**config.mk**
```make
export PLATFORM = sky130hd
export DESIGN_NAME = seg_scan_driver
export DESIGN_NICKNAME = d
export VERILOG_FILES = /design/src/rtl/seg_pkg.sv /design/src/rtl/seg7_hex_decode.sv /design/src/rtl/seg_scan_driver.sv
export SDC_FILE = /design/constraint.sdc
export NUM_CORES = 1
export LEC_CHECK = 0
export BUFFER_PORTS_ARGS = -buffer_cell sky130_fd_sc_hd__buf_2
export CAP_MARGIN = 25
export CORE_ASPECT_RATIO = 0.7
export CORE_MARGIN = 2
export CORE_UTILIZATION = 54
export CTS_BUF_LIST = sky130_fd_sc_hd__clkbuf_16
export DETAILED_ROUTE_END_ITERATION = 10
export GPL_TIMING_DRIVEN = 0
export PLACE_DENSITY_LB_ADDON = 0.08
export SLEW_MARGIN = 20
export SYNTH_ARGS = -nofsm -noshare
export SYNTH_HDL_FRONTEND = slang
export SYNTH_SLANG_ARGS = --single-unit
```
**constraint.sdc**
```tcl
create_clock -name clk -period 2.2 [get_ports clk]
set_clock_uncertainty 0.05 [all_clocks]
set_input_delay 0.11 -clock clk [delete_from_list [all_inputs] [get_ports clk]]
set_output_delay 0.11 -clock clk [all_outputs]
set_load 0.005 [all_outputs]
```
**src/rtl/seg_pkg.sv**
```systemverilog
// Shared constants for the seven-segment scanner: the blank pattern, the
// active-low hex glyph table and the brightness on-time width helper.
package seg_pkg;

  localparam logic [6:0] SEG_OFF = 7'h7F;

  // Active-low {g,f,e,d,c,b,a}; b and d are lowercase so they differ from 8 and 0
  localparam logic [6:0] HEX_GLYPH [16] = '{
    7'h40, 7'h79, 7'h24, 7'h30, 7'h19, 7'h12, 7'h02, 7'h78,
    7'h00, 7'h10, 7'h08, 7'h03, 7'h46, 7'h21, 7'h06, 7'h0E
  };

  // Holds (2^dim_w) * scan_div without overflow before the shift
  function automatic int on_time_width(input int scan_div, input int dim_w);
    return $clog2(scan_div) + dim_w + 1;
  endfunction

endpackage

```
**src/rtl/seg7_hex_decode.sv**
```systemverilog
// Combinational nibble to active-low seven-segment glyph lookup.
module seg7_hex_decode
  import seg_pkg::*;
(
  input  logic [3:0] nibble,
  output logic [6:0] seg_n
);

  // Glyph table lookup
  always_comb begin
    seg_n = HEX_GLYPH[nibble];
  end

endmodule

```
**src/rtl/seg_scan_driver.sv**
```systemverilog
// Multiplexed seven-segment scanner: refresh prescaler, rotating anode select,
// frame-synchronous double-shadowed data, leading-zero suppression and PWM dimming.
module seg_scan_driver
  import seg_pkg::*;
#(
  parameter int NUM_DIGITS = 4,
  parameter int SCAN_DIV   = 50000,
  parameter int DIM_W      = 3
) (
  input  logic                    clk,
  input  logic                    rst_n,
  input  logic [4*NUM_DIGITS-1:0] digits_in,
  input  logic [NUM_DIGITS-1:0]   dp_in,
  input  logic [NUM_DIGITS-1:0]   blank_in,
  input  logic                    lz_suppress,
  input  logic [DIM_W-1:0]        brightness,
  input  logic                    load,
  output logic [NUM_DIGITS-1:0]   an_n,
  output logic [6:0]              seg_n,
  output logic                    dp_n,
  output logic                    frame_tick
);

  localparam int PW  = $clog2(SCAN_DIV);
  localparam int IW  = $clog2(NUM_DIGITS);
  localparam int OTW = on_time_width(SCAN_DIV, DIM_W);
  localparam int DW  = 4 * NUM_DIGITS;
  localparam logic [PW-1:0] PCNT_MAX = PW'(SCAN_DIV - 1);
  localparam logic [IW-1:0] IDX_MAX  = IW'(NUM_DIGITS - 1);

  logic [PW-1:0]         pcnt_r;
  logic [IW-1:0]         idx_r;
  logic [DW-1:0]         pend_dig_r, act_dig_r;
  logic [NUM_DIGITS-1:0] pend_dp_r, act_dp_r;
  logic [NUM_DIGITS-1:0] pend_blank_r, act_blank_r;
  logic [NUM_DIGITS-1:0] an_n_r;
  logic [6:0]            seg_n_r;
  logic                  dp_n_r;
  logic                  frame_tick_r;

  logic                  fb_s;
  logic [3:0]            nib_s;
  logic [6:0]            glyph_s;
  logic [NUM_DIGITS-1:0] supp_s;
  logic [OTW-1:0]        on_time_s;
  logic                  lit_s;
  logic [NUM_DIGITS-1:0] an_nxt_s;
  logic [6:0]            seg_nxt_s;
  logic                  dp_nxt_s;

  assign fb_s = (pcnt_r == PCNT_MAX) && (idx_r == IDX_MAX);

  // Prescaler and digit slot index
  always_ff @(posedge clk or negedge rst_n) begin
    if (!rst_n) begin
      pcnt_r <= {PW{1'b0}};
      idx_r  <= {IW{1'b0}};
    end else if (pcnt_r == PCNT_MAX) begin
      pcnt_r <= {PW{1'b0}};
      idx_r  <= (idx_r == IDX_MAX) ? {IW{1'b0}} : idx_r + IW'(1);
    end else begin
      pcnt_r <= pcnt_r + PW'(1);
    end
  end

  // Pending and active shadows; a load on the boundary bypasses straight to active
  always_ff @(posedge clk or negedge rst_n) begin
    if (!rst_n) begin
      pend_dig_r   <= {DW{1'b0}};
      pend_dp_r    <= {NUM_DIGITS{1'b0}};
      pend_blank_r <= {NUM_DIGITS{1'b0}};
      act_dig_r    <= {DW{1'b0}};
      act_dp_r     <= {NUM_DIGITS{1'b0}};
      act_blank_r  <= {NUM_DIGITS{1'b0}};
    end else begin
      if (load) begin
        pend_dig_r   <= digits_in;
        pend_dp_r    <= dp_in;
        pend_blank_r <= blank_in;
      end
      if (fb_s) begin
        act_dig_r   <= load ? digits_in : pend_dig_r;
        act_dp_r    <= load ? dp_in     : pend_dp_r;
        act_blank_r <= load ? blank_in  : pend_blank_r;
      end
    end
  end

  // Leading-zero run from the top digit; a set dp or a nonzero nibble ends it
  always_comb begin
    logic run_v;
    run_v  = lz_suppress;
    supp_s = {NUM_DIGITS{1'b0}};
    for (int i = NUM_DIGITS - 1; i >= 1; i--) begin
      if (run_v && (act_dig_r[4*i +: 4] == 4'h0) && !act_dp_r[i]) begin
        supp_s[i] = 1'b1;
      end else begin
        supp_s[i] = 1'b0;
        run_v     = 1'b0;
      end
    end
  end

  assign nib_s = act_dig_r[{idx_r, 2'b00} +: 4];

  seg7_hex_decode u_dec (
    .nibble (nib_s),
    .seg_n  (glyph_s)
  );

  // PWM window; pcnt 0 is always a dead slot between digits
  always_comb begin
    on_time_s = ((OTW'(brightness) + OTW'(1)) * OTW'(SCAN_DIV)) >> DIM_W;
    lit_s     = (pcnt_r != {PW{1'b0}}) && ({{(OTW-PW){1'b0}}, pcnt_r} < on_time_s);
  end

  // Next output pattern for the current slot
  always_comb begin
    an_nxt_s  = {NUM_DIGITS{1'b1}};
    seg_nxt_s = SEG_OFF;
    dp_nxt_s  = 1'b1;
    if (lit_s) begin
      an_nxt_s  = ~({{(NUM_DIGITS-1){1'b0}}, 1'b1} << idx_r);
      seg_nxt_s = (act_blank_r[idx_r] || supp_s[idx_r]) ? SEG_OFF : glyph_s;
      dp_nxt_s  = supp_s[idx_r] ? 1'b1 : ~act_dp_r[idx_r];
    end else begin
      an_nxt_s  = {NUM_DIGITS{1'b1}};
      seg_nxt_s = SEG_OFF;
      dp_nxt_s  = 1'b1;
    end
  end

  // Registered pin drivers
  always_ff @(posedge clk or negedge rst_n) begin
    if (!rst_n) begin
      an_n_r       <= {NUM_DIGITS{1'b1}};
      seg_n_r      <= SEG_OFF;
      dp_n_r       <= 1'b1;
      frame_tick_r <= 1'b0;
    end else begin
      an_n_r       <= an_nxt_s;
      seg_n_r      <= seg_nxt_s;
      dp_n_r       <= dp_nxt_s;
      frame_tick_r <= fb_s;
    end
  end

  assign an_n       = an_n_r;
  assign seg_n      = seg_n_r;
  assign dp_n       = dp_n_r;
  assign frame_tick = frame_tick_r;

endmodule

```
==> results.json <==
{
  "status": "finished, violations left",
  "violations": "negative setup slack",
  "synth_xor_area_share_pct": 6.30,
  "rows": 27,
  "numPortBuffers": 42,
  "diodes": 0,
  "ys_seq_area_share_pct": 43.8,
  "cap_viol_max_count": 0,
  "synth_top_family_by_area": "multiplexers",
  "syn_inst": 376,
  "met1Wirelength_microns": 5060,
  "synth_area_leader_cell": "dfrtp_1",
  "dr_wl_met3_microns": 580,
  "startpoint": "brightness[0]",
  "grt_pass1_vias": 3225,
  "rr_startpoint": "idx_r[0]",
  "die_x_microns": 114,
  "finalMaxSlewViolations": 0,
  "drt_wl_total_microns": 10300,
  "yosys_warnings": 0,
  "area_growth_pct": 30.4,
  "initial_core_util_pct": 56.8,
  "cts_tree": "done",
  "yosysUniqueCellTypes": 49,
  "pre_cts_slack_ns": -1.57,
  "top_layer_used": "met4",
  "async_flop_share_pct": 100,
  "viasPerCell": 5.62,
  "cts_max_level": 3,
  "die-area_sq_um": 9180,
  "start_kind": "input pin",
  "cts_root_buffer": "clkbuf_16",
  "crit_buf_inv": 5,
  "met2WireLength_microns": 4500,
  "worstPathCellList": "buf_8, clkbuf_16, inv_8, ha_4, xor3_2, ha_4, xnor2_4, inv_2, a21o_1, a21oi_2, xnor2_2, ha_1, a211oi_2, o21ai_1, a311o_1, o22ai_4, buf_8, o2111ai_2",
  "crit_end": "seg_n[2]",
  "overflow": 0,
  "antenna_found_initial": 0,
  "synthMostInstantiatedCell": "dfrtp_1",
  "grtUsageTotal_pct": 23.9,
  "placedCellCount": 520,
  "r2r_end": "seg_n[4]",
  "worstPathMaxFanout": 5,
  "cellLeakagePower_nw": 2.80,
  "hold-worst-slack_ns": 0.154,
  "r2r_setup_slack_ns": -0.46,
  "slowest_delay_ns": 0.47,
  "r2r_cells": 5,
  "clk_path_buf_depth": 2,
  "synth.area.mux_share_pct": 18.2,
  "stdcell_count": 578,
  "crit_type": "input pin to register",
  "ys_ff_latch": 79,
  "core_area_sq_um": 8010,
  "grt_max_degree": 59,
  "die_h_microns": 80.8,
  "end_kind": "register",
  "timing.fmax_mhz": 312,
  "clkSinkCount": 79,
  "syn_nets": 448,
  "fin_crit_ns": 3.21,
  "critical_path_arrival_ns": 3.39,
  "ant_nets": 0,
  "setup_viol": 21,
  "synth_area_sq_um": 4550,
  "synth_simple_gate_area_share_pct": 11.6,
  "via_count": 3251,
  "yosysTopAreaCellShare_pct": 36.9,
  "drcViolationCount": 0,
  "dr.pass1.iters": 5,
  "drive_above_1_share_pct": 40.5,
  "power.density_nw_per_um2": 647,
  "tightest_slew_ns": 0.793,
  "gp_congestion": 0.860,
  "setup_slack_ns": -1.01,
  "worstPathRequired_ns": 2.38,
  "routedWlPerCell_microns": 17.8,
  "layout.nets": 544,
  "crit_family": "compound AO/OA/AOI/OAI gates",
  "num_io_pins": 44,
  "fin_crit_sh_pct": 146,
  "grt_pass1_wl_microns": 16700,
  "synth_compound_area_share_pct": 5.75,
  "ys_top_cells_by_count": "dfrtp_1 (67), ha_1 (41), mux2_2 (31)",
  "clk_pin_slew_worst_paths_ns": 0.06,
  "synth_fa_ha_area_share_pct": 11.3,
  "drt-initial-drc-count": 185,
  "crit_cells": 18,
  "numCtsBuffers": 9,
  "fin_util_pct": 74.0,
  "postSynthAreaPerCell_sq_um": 12.1,
  "hold_viol": 0,
  "hpwl_microns": 7070,
  "critical-path-slowest-cell": "xor3_2",
  "relSlewSlack_pct": 46.9,
  "synth_area_leaders": "dfrtp_1 (37%), ha_1 (11%), mux2_2 (7.7%)",
  "ir_worst_vdd_mv": 0.590,
  "clk_latency_ns": 0.34,
  "rsz0062_at_grt": "yes",
  "hold_path.class": "input pin to async pin",
  "synth_edf_count": 0,
  "synthFlopType": "dfrtp_1"
}
per-layer routing:
metal,GRT usage [%],vias up
met5,0,-
met4,6.10,0
li1,-,1550
met2,34.6,96
met3,5.82,16
met1,36.3,1589
what timing repair did:
item,in CTS,in global routing
pin swaps,21,11
setup endpoints to repair,39,46
setup buffers,8,8
hold buffers,25,0
endpoints found under the hold margin,94,0
gates resized for setup,22,23
gates cloned,1,0
cell type report:
type / count / area (sq um)
timing repair buffer: 85 / 642
buffer: 13 / 119
multi-input combinational: 266 / 2660
fill: 531 / 2080
inverter: 18 / 75.1
sequential: 79 / 1990
clock buffer: 9 / 225
tap: 101 / 126
clock inverter: 7 / 88.8
worst min path at each step:
stage                      to  slack [ns]  cells past startpoint
2_1_floorplan  act_blank_r[0]       -0.24                      0
3_3_place_gp    pend_dig_r[1]        0.31                      2
3_5_place_dp        pcnt_r[0]       -0.03                      1
4_1_cts          pend_dp_r[3]        0.16                      2
5_1_grt             pcnt_r[0]        0.19                      2
6_report            pcnt_r[0]        0.15                      2
logic make-up (layout without fill, tap and decap cells):
group                      after synthesis  count (layout)
AOI/OAI and AO/OA                       40              40
buffers and inverters                   31             132
DFF                                     79              79
and+or+nand+nor                         95              95
muxes                                   59              59
xor gates and xnor gates                31              31
adders and majority gates               41              41
cell usage in the layout, fill, tap and decap left out, types with 3 or more instances in the layout:
cell	count
a21oi_1	7
a31oi_1	3
buf_2	43
buf_4	16
buf_8	3
clkbuf_1	5
clkbuf_16	10
dfrtp_1	66
dfstp_2	12
dlygate4sd3_1	25
ha_1	33
ha_4	6
inv_1	17
mux2_2	31
mux2_4	20
mux4_2	8
nand2_1	15
nand2_4	5
nand3_1	13
nand3b_1	3
nand4_1	4
nor2_1	23
nor3_1	6
nor3b_1	3
nor4_1	3
nor4b_1	3
o21ai_0	6
xnor2_1	11
xnor2_2	4
xor2_1	14
sequential cells by signal, summed over array words and instances, names as in the netlist:
signal / flops
act_dig_r: 16
pend_blank_r: 4
pend_dig_r: 16
an_n: 4
act_blank_r: 4
idx_r: 2
act_dp_r: 4
seg_n: 7
frame_tick: 1
pend_dp_r: 4
pcnt_r: 16
dp_n: 1
power breakdown:
group | total (mW) | switching, mW | internal (mW)
Combinational | 0.676 | 0.322 | 0.354
Clock | 1.57 | 0.588 | 0.985
Sequential | 1.59 | 0.0409 | 1.54
stage by stage:
step	power (mW)	area, sq um	setup TNS, ns
2_1_floorplan	1.99	4670	-11.81
3_3_place_gp	2.14	5010	-20.36
3_5_place_dp	2.17	5040	-20.80
4_1_cts	3.80	5770	-12.26
5_1_grt	4.00	5930	-15.45
6_report	3.83	5930	-11.81
Power figures use the tool's default switching activity.
